<file path="src/rtl/shift_add_mult_32bit.sv">
// -----------------------------------------------------------------------------
// shift_add_mult_32bit
//   Sequential unsigned WIDTH x WIDTH -> 2*WIDTH shift-and-add multiplier.
//   The partial-sum addition is done by an external 2*WIDTH-bit adder. Each
//   RUN cycle this block drives the adder operands (accumulator and the
//   shifted multiplicand, or zero when the current multiplier bit is clear).
//   It registers the sum returned by the adder in the same cycle. After WIDTH
//   iterations the product is latched and done pulses for one cycle.
//
// Ports
//   clk          : rising-edge clock
//   rst_n        : asynchronous active-low reset
//   start        : request, accepted only while busy is low
//   multiplicand : operand A, sampled on an accepted start
//   multiplier   : operand B, sampled on an accepted start
//   busy         : high while RUN or DONE
//   done         : one-cycle pulse, product valid
//   product      : A*B, held until the next completed multiplication
//   add_a        : adder operand a (accumulator), zero outside RUN
//   add_b        : adder operand b (shifted multiplicand or zero), zero outside RUN
//   add_sum      : adder sum (combinational return path)
//   add_cout     : adder carry out, zero by construction
// -----------------------------------------------------------------------------
module shift_add_mult_32bit #(
  parameter int WIDTH = 32
) (
  input  logic                 clk,
  input  logic                 rst_n,
  input  logic                 start,
  input  logic [WIDTH-1:0]     multiplicand,
  input  logic [WIDTH-1:0]     multiplier,
  output logic                 busy,
  output logic                 done,
  output logic [2*WIDTH-1:0]   product,
  output logic [2*WIDTH-1:0]   add_a,
  output logic [2*WIDTH-1:0]   add_b,
  input  logic [2*WIDTH-1:0]   add_sum,
  input  logic                 add_cout
);

  localparam int PW = 2 * WIDTH;
  localparam int CW = $clog2(WIDTH);
  localparam logic [CW-1:0] LAST_COUNT = CW'(WIDTH - 1);

  typedef enum logic [1:0] {
    ST_IDLE = 2'd0,
    ST_RUN  = 2'd1,
    ST_DONE = 2'd2
  } state_t;

  state_t          state_r;
  state_t          state_s;
  logic            accept_s;
  logic            last_s;
  logic [PW-1:0]   acc_r;
  logic [PW-1:0]   mcand_sh_r;
  logic [WIDTH-1:0] mplier_sh_r;
  logic [CW-1:0]   count_r;
  logic [PW-1:0]   product_r;
  logic            busy_r;
  logic            done_r;
  logic [PW-1:0]   add_a_s;
  logic [PW-1:0]   add_b_s;
  logic [PW-1:0]   sum_sat_s;

  // Next-state logic: accept on IDLE+start, finish after the last iteration.
  always_comb begin
    state_s  = state_r;
    accept_s = 1'b0;
    last_s   = 1'b0;
    case (state_r)
      ST_IDLE: begin
        if (start) begin
          state_s  = ST_RUN;
          accept_s = 1'b1;
        end else begin
          state_s  = ST_IDLE;
        end
      end
      ST_RUN: begin
        if (count_r == LAST_COUNT) begin
          state_s = ST_DONE;
          last_s  = 1'b1;
        end else begin
          state_s = ST_RUN;
        end
      end
      ST_DONE: begin
        state_s = ST_IDLE;
      end
      default: begin
        state_s = ST_IDLE;
      end
    endcase
  end

  // Adder operand drive: quiescent (zero) outside RUN.
  always_comb begin
    add_a_s = {PW{1'b0}};
    add_b_s = {PW{1'b0}};
    if (state_r == ST_RUN) begin
      add_a_s = acc_r;
      add_b_s = mplier_sh_r[0] ? mcand_sh_r : {PW{1'b0}};
    end else begin
      add_a_s = {PW{1'b0}};
      add_b_s = {PW{1'b0}};
    end
  end

  // A carry out cannot occur for unsigned partial products; if the adder
  // ever reports one, saturate instead of silently wrapping.
  always_comb begin
    sum_sat_s = add_sum;
    if (add_cout) begin
      sum_sat_s = {PW{1'b1}};
    end else begin
      sum_sat_s = add_sum;
    end
  end

  // State register.
  always_ff @(posedge clk or negedge rst_n) begin
    if (!rst_n) begin
      state_r <= ST_IDLE;
    end else begin
      state_r <= state_s;
    end
  end

  // Datapath: operand load on accept, shift/accumulate while running.
  always_ff @(posedge clk or negedge rst_n) begin
    if (!rst_n) begin
      acc_r       <= {PW{1'b0}};
      mcand_sh_r  <= {PW{1'b0}};
      mplier_sh_r <= {WIDTH{1'b0}};
      count_r     <= {CW{1'b0}};
    end else if (accept_s) begin
      acc_r       <= {PW{1'b0}};
      mcand_sh_r  <= {{WIDTH{1'b0}}, multiplicand};
      mplier_sh_r <= multiplier;
      count_r     <= {CW{1'b0}};
    end else if (state_r == ST_RUN) begin
      acc_r       <= sum_sat_s;
      mcand_sh_r  <= mcand_sh_r << 1;
      mplier_sh_r <= mplier_sh_r >> 1;
      count_r     <= count_r + CW'(1);
    end else begin
      acc_r       <= acc_r;
      mcand_sh_r  <= mcand_sh_r;
      mplier_sh_r <= mplier_sh_r;
      count_r     <= count_r;
    end
  end

  // Product capture on the DONE-entry edge only.
  always_ff @(posedge clk or negedge rst_n) begin
    if (!rst_n) begin
      product_r <= {PW{1'b0}};
    end else if (last_s) begin
      product_r <= sum_sat_s;
    end else begin
      product_r <= product_r;
    end
  end

  // Status flags registered from the next state so they align with state_r.
  always_ff @(posedge clk or negedge rst_n) begin
    if (!rst_n) begin
      busy_r <= 1'b0;
      done_r <= 1'b0;
    end else begin
      busy_r <= (state_s == ST_RUN) || (state_s == ST_DONE);
      done_r <= (state_s == ST_DONE);
    end
  end

  assign busy    = busy_r;
  assign done    = done_r;
  assign product = product_r;
  assign add_a   = add_a_s;
  assign add_b   = add_b_s;

endmodule

</file>
<file path="config.mk">
export PLATFORM = sky130hd
export DESIGN_NAME = shift_add_mult_32bit
export DESIGN_NICKNAME = d
export VERILOG_FILES = /design/src/rtl/shift_add_mult_32bit.sv
export SDC_FILE = /design/constraint.sdc
export NUM_CORES = 1
export LEC_CHECK = 0
export ABC_AREA = 1
export BUFFER_PORTS_ARGS = -buffer_cell sky130_fd_sc_hd__buf_2
export CORE_UTILIZATION = 45
export CTS_BUF_LIST = sky130_fd_sc_hd__clkbuf_4 sky130_fd_sc_hd__clkbuf_8
export CTS_CLUSTER_DIAMETER = 60
export DETAILED_ROUTE_END_ITERATION = 10
export GPL_TIMING_DRIVEN = 0
export PLACE_DENSITY = 0.73
export SLEW_MARGIN = 20
export SYNTH_ARGS = -nofsm -noshare
export SYNTH_HDL_FRONTEND = slang
export SYNTH_SLANG_ARGS = --single-unit
</file>
<file path="constraint.sdc">
create_clock -name clk -period 3.89 [get_ports clk]
set_input_delay 0.778 -clock clk [delete_from_list [all_inputs] [get_ports clk]]
set_output_delay 0.778 -clock clk [all_outputs]
set_load 0.02 [all_outputs]
</file>
[Word level (Yosys, flattened, before mapping)]
Index checks and enable logic that the tools add are counted.
Widths: inputs -> output; s select.
Word-level totals
  latch bits: 0
  output and inout port bits: 194
  bits of input ports: 132
  memories kept: 0
  memory bits (read-only): 0
  RAM bits: 0
  register bits: 233
Cells by class
  mux-type cells: 19
  shift operators: 0
  $lt $le $gt $ge: 0
  bitwise logic cells: 0
  div/mod/pow operators: 0
  eq/ne operators: 4
  $add $sub $neg: 1
  reduce and logical (&&, ||, !) cells: 3
  $mul: 0
Operator list (number)
  $mux 64: 8
  $mux 32: 2
  $mux 5: 2
  $add 5x1->5 const B: 1
  $eq 5x5->1 const B: 1
  $mux 1: 5
  $eq 2x1->1 const B: 2
  $pmux 2 s2: 1
  $eq 2x2->1 const B: 1
  $logic_not 2->1: 1
  $mux 2: 1
  $reduce_bool 2->1: 1
  $logic_or 1x1->1: 1

[Depth between registers and ports, before layout]
Gate-level depths: netlist (run 1).
  depth in word-level cells: 5
  depth in mapped cells: 11

[Worst setup path before layout (run 1)]
Ideal clock, no wire load.
  path type: register to output
  start point: register state_r[1]
  end point: output add_b[62]
  arrival time: 1.195 ns
  path buffers: 2
  stages on the path, launching flop included: 8
  setup slack: 1.917 ns
  cells stage by stage: dfrtp_1 > inv_2 > nand2_4 > inv_2 > buf_6 > buf_2 > nand2_1 > nor2_1
Between the ends
  longest elaborated chain between the ends: 2
RTL lines
  start: declaration: RTL line 51  | state_t state_r;
  start signal: assignment: RTL line 126  | state_r <= state_s;
  $eq 2x1->1: RTL line 101  | if (state_r == ST_RUN) begin
  $mux 64: RTL line 101
  end: declaration: RTL line 36  | output logic [2*WIDTH-1:0] add_b,
Every way passes these cells.

[Worst setup path in the final report (run 1)]
Same ends and word-level chain as after synthesis.

==> summary.md, run 1 <==
| Metric | Value |
|---|---|
| Worst Path Max Fanout | `10` |
| CP Capture Point | `add_b[62]` |
| Class of the most critical hold timing path | `input pin to asynchronous set/reset pin` |
| Leak | `between 7 and 8 nW` |
| Reg clk slew, reported paths | `about 60 ps` |
| R2r startpoint | `count_r[0]` |
| FF-to-FF End | `busy` |
| Share of cells above drive strength 1 | `between 20% and 30%` |
| Critical Path Stages | `8` |
| IO buf count | `324` |
| Fin cells | `2010` |
| GRT Total Usage | `26.3%` |
| Area growth syn-to-layout | `28.0%` |
| Synthesized area | `between 10000 and 15000 um^2` |
| Critical path origin | `state_r[1]` |
| Initial antenna violation count | `7` |
| Gate Count Post-Synth | `around 1300` |
| Largest net degree at the start of global routing | `between 90 and 100` |
| Antenna Nets Post-Route | `0` |
| Hold-fix buffers, CTS | `0` |
| Residual DRC | `0` |
| Cell taking the most area after synthesis | `dfrtp_1` |
| Crit path largest cell delay | `just under 400 ps` |
| # setup viols final | `0` |
| First-pass GRT wire length | `between 40000 and 50000 um` |
| Register area share after synthesis | `55.2%` |
| #FFs+latches synth | `between 200 and 250` |
| Total gr overflow | `0` |
| # resized after CTS | `0` |
| Max_cap viols | `0` |
| WP data required | `slightly above 3000 ps` |
| Clock sinks | `between 200 and 250` |
| CP Launch Type | `flip-flop` |
| Reg2Reg Setup Slack | `between 1500 and 2000 ps` |
| Crit-path cells | `inv_2, nand2_4, inv_2, buf_6, buf_2, nand2_1, nor2_1, buf_2` |
| Vias in the first global route | `between 9000 and 10000` |
| Final layout net count | `1796` |
| CP max-delay cell | `dfrtp_1` |
| Area of the core | `22800 um^2` |
| Htree depth | `2` |
| Slew Limit Fails | `0` |
| CTS buffer count | `40` |
| Outcome | `finished, final reports clean` |
| 1st-iter DRT viols | `761` |
| I/O Pins | `between 300 and 400` |
| Crit share post-route | `71.9%` |
| DR WL/cell | `around 16 um` |
| Crit. End Element | `output port` |
| Worst-skew pair later-pin latency | `between 500 and 600 ps` |
| DR pass1 iterations | `5` |
| Row count | `55` |
| Max Fclk | `0.357 GHz` |
| Clk_skew | `approximately 20 ps` |
| Initial Util | `a little under half` |
| Reg2Reg Depth | `11` |
| Yosys top cell area share | `a little under three fifths` |
| Netlist cell types | `21` |
| CP delay by family, top | `buffers and inverters` |
| Root buffer cell | `clkbuf_8` |
| Mapped Nets | `1428` |
| Longest Clk Path Bufs | `3` |
| Mapped Avg Cell Area | `8.17 um^2` |
| Worst slew pin tran | `about 530 ps` |
| Detailed Route WL | `between 30000 and 40000 um` |
| Syn. warnings | `0` |
| TritonCTS clock tree | `yes` |
| DIE WIDTH | `about 160 um` |
| VDD IR max | `approximately 0.00039 V` |
| Full die area | `between 20000 and 25000 um^2` |
| Critical setup path kind | `flip-flop to output port` |
| Vias per cell | `5.10` |
| Design Power | `0.0117 W` |
| Die Ht | `about 160 um` |
| Endpoints failing hold | `0` |
| Detailed Place HPWL | `22800 um` |
| Core Util, Final | `around three fifths` |
| Ranking of synthesized cells by area | `dfrtp_1 55%, nand2_1 12%, o21ai_0 7.6%` |
| Routability cong. | `0.888` |
| DP Cell Count | `about 1900` |
| Cell Pwr Density | `864 nW/um^2` |
| Unrepaired setup endpoints after global routing | `no` |
| Worst slew margin | `about 65%` |
| Post-CTS Setup Repair Bufs | `0` |
| Critical Path AT | `between 2000 and 2500 ps` |
| Minimum clock period | `between 2000 and 3000 ps` |
| WP buf/inv | `5` |
| Routed via count | `10300` |
==> cell families (layout without fill, tap and decap cells) <==
kind of cell / count (synthesis) / count (layout) / synth area share, %
compound gates: 212 / 212 / 10.0
fa+ha+maj: 3 / 3 / 0.355
simple gates: 667 / 667 / 26.4
buf+inv: 178 / 576 / 8.06
flops: 233 / 233 / 55.2
other cells: 0 / 6 / 0
==> cell type report <==
cell class              count  area (um^2)
inverters                  77          289
clock inverters             2         10.0
multi-input cells         882         3880
plain buffers             101          563
well taps                 313          392
clock buffers              70          857
flip-flops and latches    233         5830
diodes                      6         15.0
repair buffers            326         1690
fillers                  2134         9320
==> where the power goes <==
group          internal [W]  switching (W)
logic               0.00167        0.00367
registers           0.00346       0.000510
clock network       0.00138       0.000993
total               0.00651        0.00517
==> synthesized netlist by cell type <==
cell type / number
nand2_1: 347
dfrtp_1: 233
o21ai_0: 160
nand3_1: 158
nor2_1: 133
inv_1: 73
o21ai_1: 51
buf_2: 47
clkbuf_1: 26
or2_1: 22
buf_6: 11
buf_4: 10
clkbuf_2: 4
inv_2: 4
buf_1: 3
ha_1: 3
or2_2: 3
nand2_2: 2
a21oi_1: 1
nand2_4: 1
nor2_4: 1
==> per-layer routing <==
layer / part of all wire (%) / up-vias / track usage (%) / routed length, um
met5: 0.041 / - / 0 / 13
met4: 4.3 / 2 / 12.6 / 1360
met3: 6.4 / 92 / 4.79 / 2040
met2: 45 / 422 / 40.9 / 14400
met1: 44 / 4864 / 35.7 / 13900
li1: - / 4876 / - / -
==> stage by stage <==
step                setup WS, ps  hold WS, ps  TNS [ps]  cell area [um^2]
floorplan                   1920          465         0             10600
global placement           -2120          467   -488010             12600
detailed placement          1650          472         0             12600
CTS                         1060          124         0             13500
global route                 982          151         0             13500
finish                      1090          139         0             13500
==> sequential cells by signal (all words and copies together), names as in the netlist <==
name and cells:
acc_r 64, mcand_sh_r 64, busy 1, product 64, state_r 2, done 1, count_r 5, mplier_sh_r 32
==> cells in the final DEF (no fill, tap or decap), drive strengths merged <==
cell	count
o21ai	211
nor2	134
nand2	350
a21oi	1
buf	397
or2	25
ha	3
inv	77
diode	6
clkbuf	100
clkinv	2
dfrtp	233
nand3	158
==> worst reg2reg max path, stage by stage, from the launching register on <==
cell and delay, ps:
dfrtp_1 410, ha_1 200, inv_1 60, nor2_1 50
ha_1 210, inv_2 90, buf_6 160, nor2_4 60
buf_6 150, buf_6 160, ha_1 270, inv_1 30
==> worst min-delay path by stage <==
stage | from | end | slack [ps]
after global routing | rst_n | product[25] | 150
after floorplan | mcand_sh_r[0] | mcand_sh_r[1] | 470
after CTS | rst_n | product[24] | 120
final | rst_n | product[25] | 140
after global placement | product[16] | product[16] | 470
after detailed placement | product[32] | product[32] | 470
No activity file was read; power rests on OpenSTA's default activity.
==> inputs of run 2 (changes only) <==
--- a/config.mk
+++ b/config.mk
@@ -12,7 +12,7 @@
 export CTS_CLUSTER_DIAMETER = 60
 export DETAILED_ROUTE_END_ITERATION = 10
 export GPL_TIMING_DRIVEN = 0
-export PLACE_DENSITY = 0.73
+export PLACE_DENSITY = 0.75
 export SLEW_MARGIN = 20
 export SYNTH_ARGS = -nofsm -noshare
 export SYNTH_HDL_FRONTEND = slang
==> constraint.sdc (replaced) <==
create_clock -name clk -period 2.32 [get_ports clk]
set_input_delay 0.464 -clock clk [delete_from_list [all_inputs] [get_ports clk]]
set_output_delay 0.464 -clock clk [all_outputs]
set_load 0.02 [all_outputs]
==> run 2 against run 1 <==
  * Die area unchanged
  * Global-route usage about the same
  * Power up 70%
  * First-iteration DRC count down 11%
  * Cell count did not move
  * Non-clock buffer count rose by 6
  * Flip-flop and latch count stayed put
  * Clock skew decreased by 2.7 ps
  * Clock power rose by 59%
  * Combinational power rose by 78%
  * Critical endpoint is now add_a[9]
  * Largest power group unchanged
==> summary.md, run 2 (same netlist as run 1, synthesis figures left out) <==
| Metric | Value |
|---|---|
| Outcome | `finished, final reports clean` |
| Initial antenna violation count | `6 (-1)` |
| Residual DRC | `0 (unchanged)` |
| Cell Pwr Density | `1450 nW/um^2 (+68%)` |
| Critical setup path kind | `flip-flop to output port` |
| I/O Pins | `326 (unchanged)` |
| Row count | `55 (unchanged)` |
| WP data required | `1860 ps (-1250 ps)` |
| WHS | `149 ps (+9.38 ps)` |
| TNS Setup | `0 ps (unchanged)` |
| DIE WIDTH | `155 um (unchanged)` |
| CTS buffer count | `41 (+2.5%)` |
| Most used cell along the critical path | `buf_2` |
| Routability cong. | `0.893 (+0.54%)` |
| Antenna Nets Post-Route | `0 (unchanged)` |
| Full die area | `24100 um^2 (unchanged)` |
| # setup viols final | `0 (unchanged)` |
| Leak | `7.17 nW (+0.72%)` |
| Finished Cell Area | `13700 um^2 (+1.6%)` |
| First-pass GRT wire length | `50000 um (+0.12%)` |
| CP delay by family, top | `buffers and inverters` |
| Most frequent cells in the layout | `341 x nand2_1, 321 x buf_2, 233 x dfrtp_1, 160 x o21ai_0, 158 x nand3_1` |
| Crit. End Element | `output port` |
| Detailed Route WL | `32100 um (+0.96%)` |
| Crit path largest cell delay | `380 ps (about the same)` |
| Crit share post-route | `a little over nine tenths` |
| Reg clk slew, reported paths | `60 ps (about the same)` |
| Worst-skew pair later-pin latency | `530 ps (about the same)` |
| Critical Path Stages | `6 (-2)` |
| Reg2Reg Depth | `11 (unchanged)` |
| Worst slew pin tran | `538 ps (+6.30 ps)` |
| Largest net degree at the start of global routing | `100 (+3.1%)` |
| Htree depth | `2 (unchanged)` |
| DR pass1 iterations | `5 (unchanged)` |
| Vias in the first global route | `9611 (-0.50%)` |
| Max Fclk | `0.437 GHz` |
| Area growth syn-to-layout | `30.0%` |
| Placement Setup Slack | `332 ps (-1320 ps)` |
| 1st-iter DRT viols | `677 (-11%)` |
| CP max-delay cell | `dfrtp_1` |
| Crit-path cells | `inv_2, nand2_4, buf_4, buf_2, nor2_1, buf_2` |
| Share of cells above drive strength 1 | `30.0% (+1.5 points)` |
| GRT Total Usage | `26.3% (-0.029 points)` |
| Slew Limit Fails | `0 (unchanged)` |
| Detailed Place HPWL | `23100 um (+1.2%)` |
| Setup ws final | `33.2 ps (-1060 ps)` |
| Routed via count | `10300 (+0.049%)` |
| Hold path cells | `3` |
| Endpoints failing hold | `0 (unchanged)` |
| Minimum clock period | `between 2000 and 2500 ps` |
| IO buf count | `324 (unchanged)` |
| Final layout net count | `1803 (+0.39%)` |
| Clk_skew | `17.1 ps (-2.66 ps)` |
| Max_cap viols | `0 (unchanged)` |
| TritonCTS clock tree | `yes` |
| WP buf/inv | `4 (-1)` |
| Most common cell after layout, fill and taps aside | `nand2_1` |
| Unrepaired setup endpoints after global routing | `yes` |
| Vias per cell | `5.10 (about the same)` |
| Worst slew margin | `64.2% (-0.42 points)` |
| Initial Util | `46.2% (unchanged)` |
| Worst Path Max Fanout | `10 (unchanged)` |
| CP Launch Type | `flip-flop` |
| Longest Clk Path Bufs | `3 (unchanged)` |
| Clock sinks | `233 (unchanged)` |
| Critical Path AT | `1820 ps (-200 ps)` |
| Area after DPL | `12600 um^2 (unchanged)` |
| Class of the most critical hold timing path | `input pin to flip-flop` |
| Area of the core | `22800 um^2 (unchanged)` |
| Die Ht | `155 um (unchanged)` |
| Total gr overflow | `0 (unchanged)` |
| VDD IR max | `0.000682 V (+76%)` |
| DR WL/cell | `16.0 um (+0.96%)` |
| Root buffer cell | `clkbuf_8` |
==> run 2: cell types whose count changed in the layout (fill, tap and decap cells not counted), sizes merged <==
cell / delta
buf: +3
clkbuf: -4
dlygate4sd3: +1
==> run 2: cell type report <==
| cell class | count | area (um^2) |
|---|---|---|
| antenna | 6 | 15.0 |
| timing repair buffer | 332 | 1840 |
| sequential | 233 | 5830 |
| clock buffer | 64 | 787 |
| clock inverter | 2 | 10.0 |
| tap | 313 | 392 |
| inverter | 77 | 292 |
| fill | 2159 | 9110 |
| multi-input combinational | 882 | 3940 |
| buffer | 101 | 638 |
==> run 2: power by group <==
| group | internal, W | switching (W) | total (W) |
|---|---|---|---|
| registers | 0.00581 | 0.000865 | 0.00667 |
| clock network | 0.00213 | 0.00163 | 0.00376 |
| logic | 0.00318 | 0.00630 | 0.00948 |
==> run 2: worst reg2reg max path: stages, from the launching register on <==
cell and delay, ps:
dfrtp_1 420, ha_1 210, inv_1 70, nor2_1 50
ha_1 210, inv_2 90, buf_6 170, nor2_4 60
buf_6 150, buf_6 160, ha_1 270, inv_1 30
==> run 2: path summary, 6_finish.rpt <==
kind / start / end / slack [ps]
worst min register to register: product[18] / product[18] / 480
worst max-delay path: state_r[1] / add_a[9] / 30
max in group asynchronous: rst_n / mcand_sh_r[21] / 1030
worst min-delay path: multiplier[31] / mplier_sh_r[31] / 150
min in group asynchronous: rst_n / product[24] / 430
worst max register to register: count_r[0] / busy / 330
==> run 2: what timing repair did <==
action | 4_1_cts | 5_1_grt
cloned | 0 | 0
buffers inserted | 4 | 1
gates resized for setup | 26 | 71
endpoints found under the hold margin | 41 | 0
setup endpoints to repair | 104 | 67
pin swaps | 2 | 3
hold buffers | 1 | 0
==> run 2: metrics by stage <==
step | util, % | instances | power, W
after detailed placement | 55.3 | 1932 | 0.0157
after CTS | 59.3 | 2003 | 0.0197
after global placement | 55.1 | 1930 | 0.0155
after floorplan | - | 1293 | 0.0124
after global routing | 60.1 | 2009 | 0.0212
final | 60.1 | 2010 | 0.0199
==> run 2: per-layer routing <==
| layer | track usage, % | part of all wire (%) | up-vias | wire length [um] |
|---|---|---|---|---|
| li1 | - | - | 4894 | - |
| met1 | 36.1 | 44 | 4868 | 14200 |
| met2 | 42.1 | 46 | 419 | 14800 |
| met3 | 3.65 | 5.9 | 80 | 1900 |
| met4 | 10.5 | 3.5 | 0 | 1140 |
| met5 | 0 | 0 | - | 0 |
